`config.mk`:
```
export PLATFORM = sky130hd
export DESIGN_NAME = sum35_datapath_flat
export DESIGN_NICKNAME = d
export VERILOG_FILES = /design/src/rtl/sum35_pkg.sv /design/src/rtl/sum35_datapath_if.sv /design/src/rtl/sum35_datapath_step_counter.sv /design/src/rtl/sum35_datapath.sv /design/src/flat_wrapper.sv
export SDC_FILE = /design/constraint.sdc
export NUM_CORES = 1
export LEC_CHECK = 0
export CORE_MARGIN = 2
export CORE_UTILIZATION = 45
export DETAILED_ROUTE_END_ITERATION = 8
export GPL_ROUTABILITY_DRIVEN = 0
export HOLD_SLACK_MARGIN = 0.05
export PLACE_DENSITY = 0.67
export SYNTH_ARGS = -nofsm -noshare
export SYNTH_HDL_FRONTEND = slang
export SYNTH_HIERARCHICAL = 1
export SYNTH_SLANG_ARGS = --single-unit
```
`constraint.sdc`:
```
create_clock -name clk -period 7.45 [get_ports clk]
set_input_delay 0.745 -clock clk [delete_from_list [all_inputs] [get_ports clk]]
set_output_delay 0.745 -clock clk [all_outputs]
set_load 0.005 [all_outputs]
```
`src/rtl/sum35_pkg.sv`:
```
// Shared constants and helpers for the multiples-of-3/5 summing datapath.
//   W      : width of counters, accumulator and result
//   IN_W   : width of the exclusive upper bound operand
//   STEPn  : stride of each multiple counter
package sum35_pkg;

  localparam int unsigned W      = 32;
  localparam int unsigned IN_W   = 16;
  localparam int unsigned STEP3  = 3;
  localparam int unsigned STEP5  = 5;
  localparam int unsigned STEP15 = 15;

  // Candidate next multiple and whether it stays strictly below the bound.
  typedef struct packed {
    logic         ok;
    logic [W-1:0] val;
  } next_mult_t;

  // Guarded next-multiple evaluation; the bound is zero-extended to W bits.
  function automatic next_mult_t next_multiple(input logic [W-1:0]    count,
                                               input logic [W-1:0]    step,
                                               input logic [IN_W-1:0] limit);
    next_mult_t r;
    r.val = count + step;
    r.ok  = (r.val < W'(limit));
    return r;
  endfunction

endpackage

```
`src/rtl/sum35_datapath_if.sv`:
```
// Bus between the multiples-of-3/5 control FSM (master) and the datapath (slave).
//   in                 : exclusive upper bound, stable while busy
//   RCn / SCn          : clear / step request for counter n
//   ROut / SOut        : accumulator clear / accumulate enable
//   busy, ack          : FSM busy flag, consumer result acknowledge
//   C3, C5, C15, acc   : counter and accumulator feedback
//   result, result_valid, done, overrun : result handshake
interface sum35_datapath_if;
  import sum35_pkg::*;

  logic [IN_W-1:0] in;
  logic            RC3, RC5, RC15;
  logic            SC3, SC5, SC15;
  logic            ROut, SOut;
  logic            busy;
  logic            ack;
  logic [W-1:0]    C3, C5, C15;
  logic [W-1:0]    acc;
  logic [W-1:0]    result;
  logic            result_valid;
  logic            done;
  logic            overrun;

  modport master (
    output in, RC3, RC5, RC15, SC3, SC5, SC15, ROut, SOut, busy, ack,
    input  C3, C5, C15, acc, result, result_valid, done, overrun
  );

  modport slave (
    input  in, RC3, RC5, RC15, SC3, SC5, SC15, ROut, SOut, busy, ack,
    output C3, C5, C15, acc, result, result_valid, done, overrun
  );

endinterface

```
`src/rtl/sum35_datapath_step_counter.sv`:
```
// Guarded multiple counter: advances by STEP only while the next value stays
// strictly below the bound.
//   clk, rst_n  : clock, async active-low reset
//   clr_i       : synchronous clear, wins over step_i
//   step_i      : step request
//   limit_i     : exclusive bound
//   count_o     : registered current multiple
//   stepped_c_o : combinational, high in the cycle a step is accepted
module step_counter
  import sum35_pkg::*;
#(
  parameter int unsigned STEP = 3
) (
  input  logic            clk,
  input  logic            rst_n,
  input  logic            clr_i,
  input  logic            step_i,
  input  logic [IN_W-1:0] limit_i,
  output logic [W-1:0]    count_o,
  output logic            stepped_c_o
);

  logic [W-1:0] count_q;
  logic [W-1:0] count_d;
  next_mult_t   nm;

  // Next-count selection: clear, guarded step, or hold.
  always_comb begin
    nm          = next_multiple(count_q, W'(STEP), limit_i);
    count_d     = count_q;
    stepped_c_o = 1'b0;
    if (clr_i) begin
      count_d = '0;
    end else if (step_i && nm.ok) begin
      count_d     = nm.val;
      stepped_c_o = 1'b1;
    end
  end

  always_ff @(posedge clk or negedge rst_n) begin
    if (!rst_n) begin
      count_q <= '0;
    end else begin
      count_q <= count_d;
    end
  end

  assign count_o = count_q;

endmodule

```
`src/rtl/sum35_datapath.sv`:
```
// Datapath for summing all multiples of 3 or 5 below an operand: three guarded
// multiple counters, an inclusion-exclusion accumulator, and a result register
// captured on the busy falling edge with a valid/ack handshake.
//   clk, rst_n : clock, async active-low reset
//   dp         : slave side of the FSM/consumer bus
module sum35_datapath
  import sum35_pkg::*;
(
  input  logic             clk,
  input  logic             rst_n,
  sum35_datapath_if.slave  dp
);

  logic [W-1:0] c3, c5, c15;
  logic         step3, step5, step15;

  logic [W-1:0] acc_q, acc_d;
  logic [W-1:0] result_q, result_d;
  logic         valid_q, valid_d;
  logic         done_q, done_d;
  logic         overrun_q, overrun_d;
  logic         busy_q;

  logic [W-1:0] add3, add5, sub15;
  logic         capture;

  step_counter #(.STEP(STEP3)) u_cnt3 (
    .clk         (clk),
    .rst_n       (rst_n),
    .clr_i       (dp.RC3),
    .step_i      (dp.SC3),
    .limit_i     (dp.in),
    .count_o     (c3),
    .stepped_c_o (step3)
  );

  step_counter #(.STEP(STEP5)) u_cnt5 (
    .clk         (clk),
    .rst_n       (rst_n),
    .clr_i       (dp.RC5),
    .step_i      (dp.SC5),
    .limit_i     (dp.in),
    .count_o     (c5),
    .stepped_c_o (step5)
  );

  step_counter #(.STEP(STEP15)) u_cnt15 (
    .clk         (clk),
    .rst_n       (rst_n),
    .clr_i       (dp.RC15),
    .step_i      (dp.SC15),
    .limit_i     (dp.in),
    .count_o     (c15),
    .stepped_c_o (step15)
  );

  // Terms use pre-update counter values; multiples of 15 are counted twice
  // by the 3 and 5 paths, so the 15 path removes one copy.
  always_comb begin
    add3  = (dp.SOut && step3) ? (c3 + W'(STEP3)) : '0;
    add5  = (dp.SOut && step5) ? (c5 + W'(STEP5)) : '0;
    sub15 = step15 ? (c15 + W'(STEP15)) : '0;
    acc_d = dp.ROut ? '0 : (acc_q + add3 + add5 - sub15);
  end

  assign capture = busy_q & ~dp.busy;

  // Result capture and handshake; a capture overrides a coincident ack.
  always_comb begin
    result_d  = result_q;
    valid_d   = valid_q;
    done_d    = 1'b0;
    overrun_d = overrun_q;
    if (capture) begin
      result_d = acc_q;
      valid_d  = 1'b1;
      done_d   = 1'b1;
      if (valid_q && !dp.ack) begin
        overrun_d = 1'b1;
      end
    end else if (dp.ack && valid_q) begin
      valid_d = 1'b0;
    end
  end

  always_ff @(posedge clk or negedge rst_n) begin
    if (!rst_n) begin
      acc_q     <= '0;
      result_q  <= '0;
      valid_q   <= 1'b0;
      done_q    <= 1'b0;
      overrun_q <= 1'b0;
      busy_q    <= 1'b0;
    end else begin
      acc_q     <= acc_d;
      result_q  <= result_d;
      valid_q   <= valid_d;
      done_q    <= done_d;
      overrun_q <= overrun_d;
      busy_q    <= dp.busy;
    end
  end

  assign dp.C3           = c3;
  assign dp.C5           = c5;
  assign dp.C15          = c15;
  assign dp.acc          = acc_q;
  assign dp.result       = result_q;
  assign dp.result_valid = valid_q;
  assign dp.done         = done_q;
  assign dp.overrun      = overrun_q;

endmodule

```
`src/flat_wrapper.sv`:
```
// flat-port wrapper written by rule: the top's interface ports become plain ports
module sum35_datapath_flat import sum35_pkg::*;
  (clk, rst_n, dp_in, dp_RC3, dp_RC5, dp_RC15, dp_SC3, dp_SC5, dp_SC15, dp_ROut, dp_SOut, dp_busy, dp_ack, dp_C3, dp_C5, dp_C15, dp_acc, dp_result, dp_result_valid, dp_done, dp_overrun);
  sum35_datapath_if dp_i ();
  input  logic clk;
  input  logic rst_n;
  input wire logic [$bits(dp_i.in)-1:0] dp_in;
  input wire logic [$bits(dp_i.RC3)-1:0] dp_RC3;
  input wire logic [$bits(dp_i.RC5)-1:0] dp_RC5;
  input wire logic [$bits(dp_i.RC15)-1:0] dp_RC15;
  input wire logic [$bits(dp_i.SC3)-1:0] dp_SC3;
  input wire logic [$bits(dp_i.SC5)-1:0] dp_SC5;
  input wire logic [$bits(dp_i.SC15)-1:0] dp_SC15;
  input wire logic [$bits(dp_i.ROut)-1:0] dp_ROut;
  input wire logic [$bits(dp_i.SOut)-1:0] dp_SOut;
  input wire logic [$bits(dp_i.busy)-1:0] dp_busy;
  input wire logic [$bits(dp_i.ack)-1:0] dp_ack;
  output wire logic [$bits(dp_i.C3)-1:0] dp_C3;
  output wire logic [$bits(dp_i.C5)-1:0] dp_C5;
  output wire logic [$bits(dp_i.C15)-1:0] dp_C15;
  output wire logic [$bits(dp_i.acc)-1:0] dp_acc;
  output wire logic [$bits(dp_i.result)-1:0] dp_result;
  output wire logic [$bits(dp_i.result_valid)-1:0] dp_result_valid;
  output wire logic [$bits(dp_i.done)-1:0] dp_done;
  output wire logic [$bits(dp_i.overrun)-1:0] dp_overrun;
  assign dp_i.in = dp_in;
  assign dp_i.RC3 = dp_RC3;
  assign dp_i.RC5 = dp_RC5;
  assign dp_i.RC15 = dp_RC15;
  assign dp_i.SC3 = dp_SC3;
  assign dp_i.SC5 = dp_SC5;
  assign dp_i.SC15 = dp_SC15;
  assign dp_i.ROut = dp_ROut;
  assign dp_i.SOut = dp_SOut;
  assign dp_i.busy = dp_busy;
  assign dp_i.ack = dp_ack;
  assign dp_C3 = dp_i.C3;
  assign dp_C5 = dp_i.C5;
  assign dp_C15 = dp_i.C15;
  assign dp_acc = dp_i.acc;
  assign dp_result = dp_i.result;
  assign dp_result_valid = dp_i.result_valid;
  assign dp_done = dp_i.done;
  assign dp_overrun = dp_i.overrun;
  sum35_datapath u_core (.clk(clk), .rst_n(rst_n), .dp(dp_i));
endmodule
```
==> flow_summary.json <==
{
  "grt_pass1_vias": 12900,
  "synth-main-ff-cell": "dfrtp_1",
  "critPathCaptureType": "flop",
  "die_h_um": 185,
  "ys_seq_elements": 164,
  "vias": 13600,
  "ctsLongestPathBuffers": 2,
  "fin_crit_ns": 7.20,
  "vias_per_cell": 5.72,
  "grt_start_max_net_pins": 104,
  "regArea_mm2": 0.00411,
  "async_flop_share": 1.00,
  "finalWirelength_um": 46000,
  "antenna_cells": 0,
  "placed_cells": 2346,
  "start_kind": "flop",
  "grt-ovfl-total": 0,
  "worst_slew_pin_slew_ns": 1.12,
  "nNetsFinal": 2099,
  "yosysSeqAreaShare": 0.278,
  "finalMaxSlewViolations": 0,
  "firstDrtPassIters": 6,
  "hold_viol": 0,
  "critPathArrivalTime_ns": 7.57,
  "fin_skew_ns": 0.0142,
  "setup_viol": 0,
  "final_cell_area_mm2": 0.0180,
  "grt_pass1_wl_um": 71900,
  "path_clk_slew_ns": 0.07,
  "yosys_warnings": 6,
  "critPathKind": "reg -> reg",
  "syn_area_mm2": 0.0148,
  "placementRows": 66,
  "synth_edf_count": 0,
  "final_common_cell": "inv_1",
  "cts_made_buffers": 17,
  "initial_core_util": 0.455,
  "crit_required_ns": 7.82,
  "ant_nets": 0,
  "cts_tree": "done",
  "path_buf_inv": 2,
  "fin_cells": 2381,
  "clkLatencyLatePin_ns": 0.45,
  "max_freq_ghz": 0.139,
  "dieArea_mm2": 0.0343,
  "vdd_ir_drop_max_mv": 0.211,
  "cp_max_fo": 7,
  "dp_hpwl_um": 35500,
  "cts_hold_buf": 0,
  "port_buffers": 190,
  "grt_util_all_layers": 0.274,
  "cpLargestDelayFamily": "simple AND/OR/NAND/NOR gates",
  "syn_inst": 1724,
  "root_buffer": "clkbuf_16",
  "drt_iter0_markers": 1139,
  "clock-sinks": 164,
  "reg2reg_slack_ns": 0.25,
  "routedWlPerCell_um": 19.3,
  "synth.distinct_cells": 81,
  "cts_max_level": 4,
  "fin_crit_sh": 0.966,
  "hold_path_class": "in -> async",
  "whs_ns": 0.396,
  "syn_nets": 1896,
  "layout_common_cells": "inv_1, clkdlybuf4s50_1, dfrtp_1",
  "top_level_ports": 191,
  "nFillCells": 2999,
  "synth.avg_cell_area_um2": 8.56,
  "antenna_found_initial": 0,
  "slowest_delay_ns": 0.58,
  "outcome": "completed",
  "multi_input_area_mm2": 0.00973,
  "area_growth_pct": 22.3,
  "core_mm2": 0.0325,
  "dpl-instance-area_mm2": 0.0174,
  "drv_cap": 0,
  "p_per_area_mw_per_mm2": 261,
  "maxSlewHeadroom": 0.251,
  "p_leak_nw": 7.91,
  "drc": 0,
  "cpMaxStageDelayCell": "or4_4",
  "die_x_um": 185,
  "finalSetupTns_ns": 0,
  "drive_above_1_share": 0.0949
}
==> synthesized netlist by cell type, drive strengths merged (4+ instances only) <==
| master | number | area, µm² |
|---|---|---|
| nor2 | 103 | 387 |
| o31ai | 30 | 225 |
| or2 | 12 | 75.1 |
| inv | 197 | 739 |
| a21o | 19 | 143 |
| clkbuf | 43 | 161 |
| and4 | 22 | 195 |
| fa | 62 | 1240 |
| nand4 | 60 | 394 |
| o2111ai | 5 | 43.8 |
| o21a | 16 | 120 |
| xnor2 | 89 | 780 |
| or3 | 28 | 175 |
| or4 | 37 | 285 |
| a21oi | 94 | 470 |
| a21boi | 4 | 30.0 |
| buf | 22 | 126 |
| nor2b | 14 | 87.6 |
| xor2 | 60 | 526 |
| nor3b | 8 | 65.1 |
| a31oi | 5 | 31.3 |
| dfrtp | 164 | 4100 |
| mux2 | 34 | 383 |
| nand2 | 144 | 541 |
| o21bai | 5 | 37.5 |
| a31o | 6 | 52.6 |
| nor3 | 45 | 230 |
| a221oi | 4 | 41.3 |
| nor4 | 16 | 149 |
| o211ai | 8 | 60.1 |
| and2 | 62 | 388 |
| a211oi | 12 | 90.1 |
| nand3 | 59 | 295 |
| ha | 82 | 1030 |
| and3 | 26 | 163 |
| o21ai | 63 | 315 |
| mux2i | 5 | 50.1 |
| nand2b | 15 | 93.8 |
==> final timing paths <==
| kind | start | to | cells past startpoint |
|---|---|---|---|
| worst max-delay path | u_core/u_cnt3/count_o[0] | u_core/dp.acc[31] | 28 |
| worst min-delay path | rst_n | u_core/u_cnt3/count_o[7] | 1 |
| worst max register to register | u_core/u_cnt3/count_o[0] | u_core/dp.acc[31] | 28 |
| worst min register to register | u_core/dp.overrun | u_core/dp.overrun | 1 |
| max in group asynchronous | rst_n | u_core/u_cnt5/count_o[1] | 2 |
| min in group clk | u_core/dp.overrun | u_core/dp.overrun | 1 |
==> metal layers <==
metal	vias up	global-route usage	wire length (µm)
met5	-	0	0
met4	0	0.0956	1440
met3	84	0.0527	3150
met2	520	0.440	21300
met1	6603	0.370	20100
li1	6408	-	-
==> where the power goes <==
| group | leakage [nW] | internal [mW] | switching, mW |
|---|---|---|---|
| logic | 5.46 | 1.26 | 1.36 |
| clock network | 0.257 | 0.463 | 0.401 |
| registers | 2.19 | 1.06 | 0.162 |
| total | 7.91 | 2.78 | 1.93 |
==> registers in the layout, summed over array words and instances (netlist names) <==
signal and count:
u_core/u_cnt5/count_o 32, u_core/u_cnt15/count_o 32, u_core/dp.done 1, u_core/dp.result 32, u_core/u_cnt3/count_o 32, u_core/dp.acc 32
u_core/busy_q 1, u_core/dp.result_valid 1, u_core/dp.overrun 1
==> kinds of logic (layout without fill, tap and decap cells) <==
family	Yosys count	in the layout	share of synthesized area
AND/OR/NAND/NOR	663	663	0.247
AO/OA/AOI/OAI	302	302	0.132
buffers and inverters	262	477	0.0696
flip-flops	164	164	0.278
XOR/XNOR	150	150	0.0900
adder cells (fa/ha/maj)	144	144	0.154
multiplexers	39	39	0.0293
==> per-stage QoR <==
| step | setup WS, ns | utilization | power (mW) |
|---|---|---|---|
| after detailed placement | 0.101 | 0.536 | 3.79 |
| final | 0.251 | 0.556 | 4.71 |
| after CTS | 0.0607 | 0.553 | 4.68 |
| after global routing | -0.0149 | 0.556 | 5.11 |
| after floorplan | 0.0107 | - | 2.95 |
| after global placement | 0.215 | 0.536 | 3.73 |
==> what timing repair did <==
action / 4_1_cts / 5_1_grt
endpoints found under the setup margin: 0 / 9
setup buffers: 0 / 4
gates resized for setup: 0 / 18
==> final cells by class <==
class,count,area share
Multi-Input combinational cell,1298,0.540
Sequential cell,164,0.228
Timing Repair Buffer,249,0.130
Inverter,197,0.0410
Tap cell,442,0.0307
Clock buffer,18,0.0238
Clock inverter,13,0.00707
No activity file was read; power rests on OpenSTA's default activity.
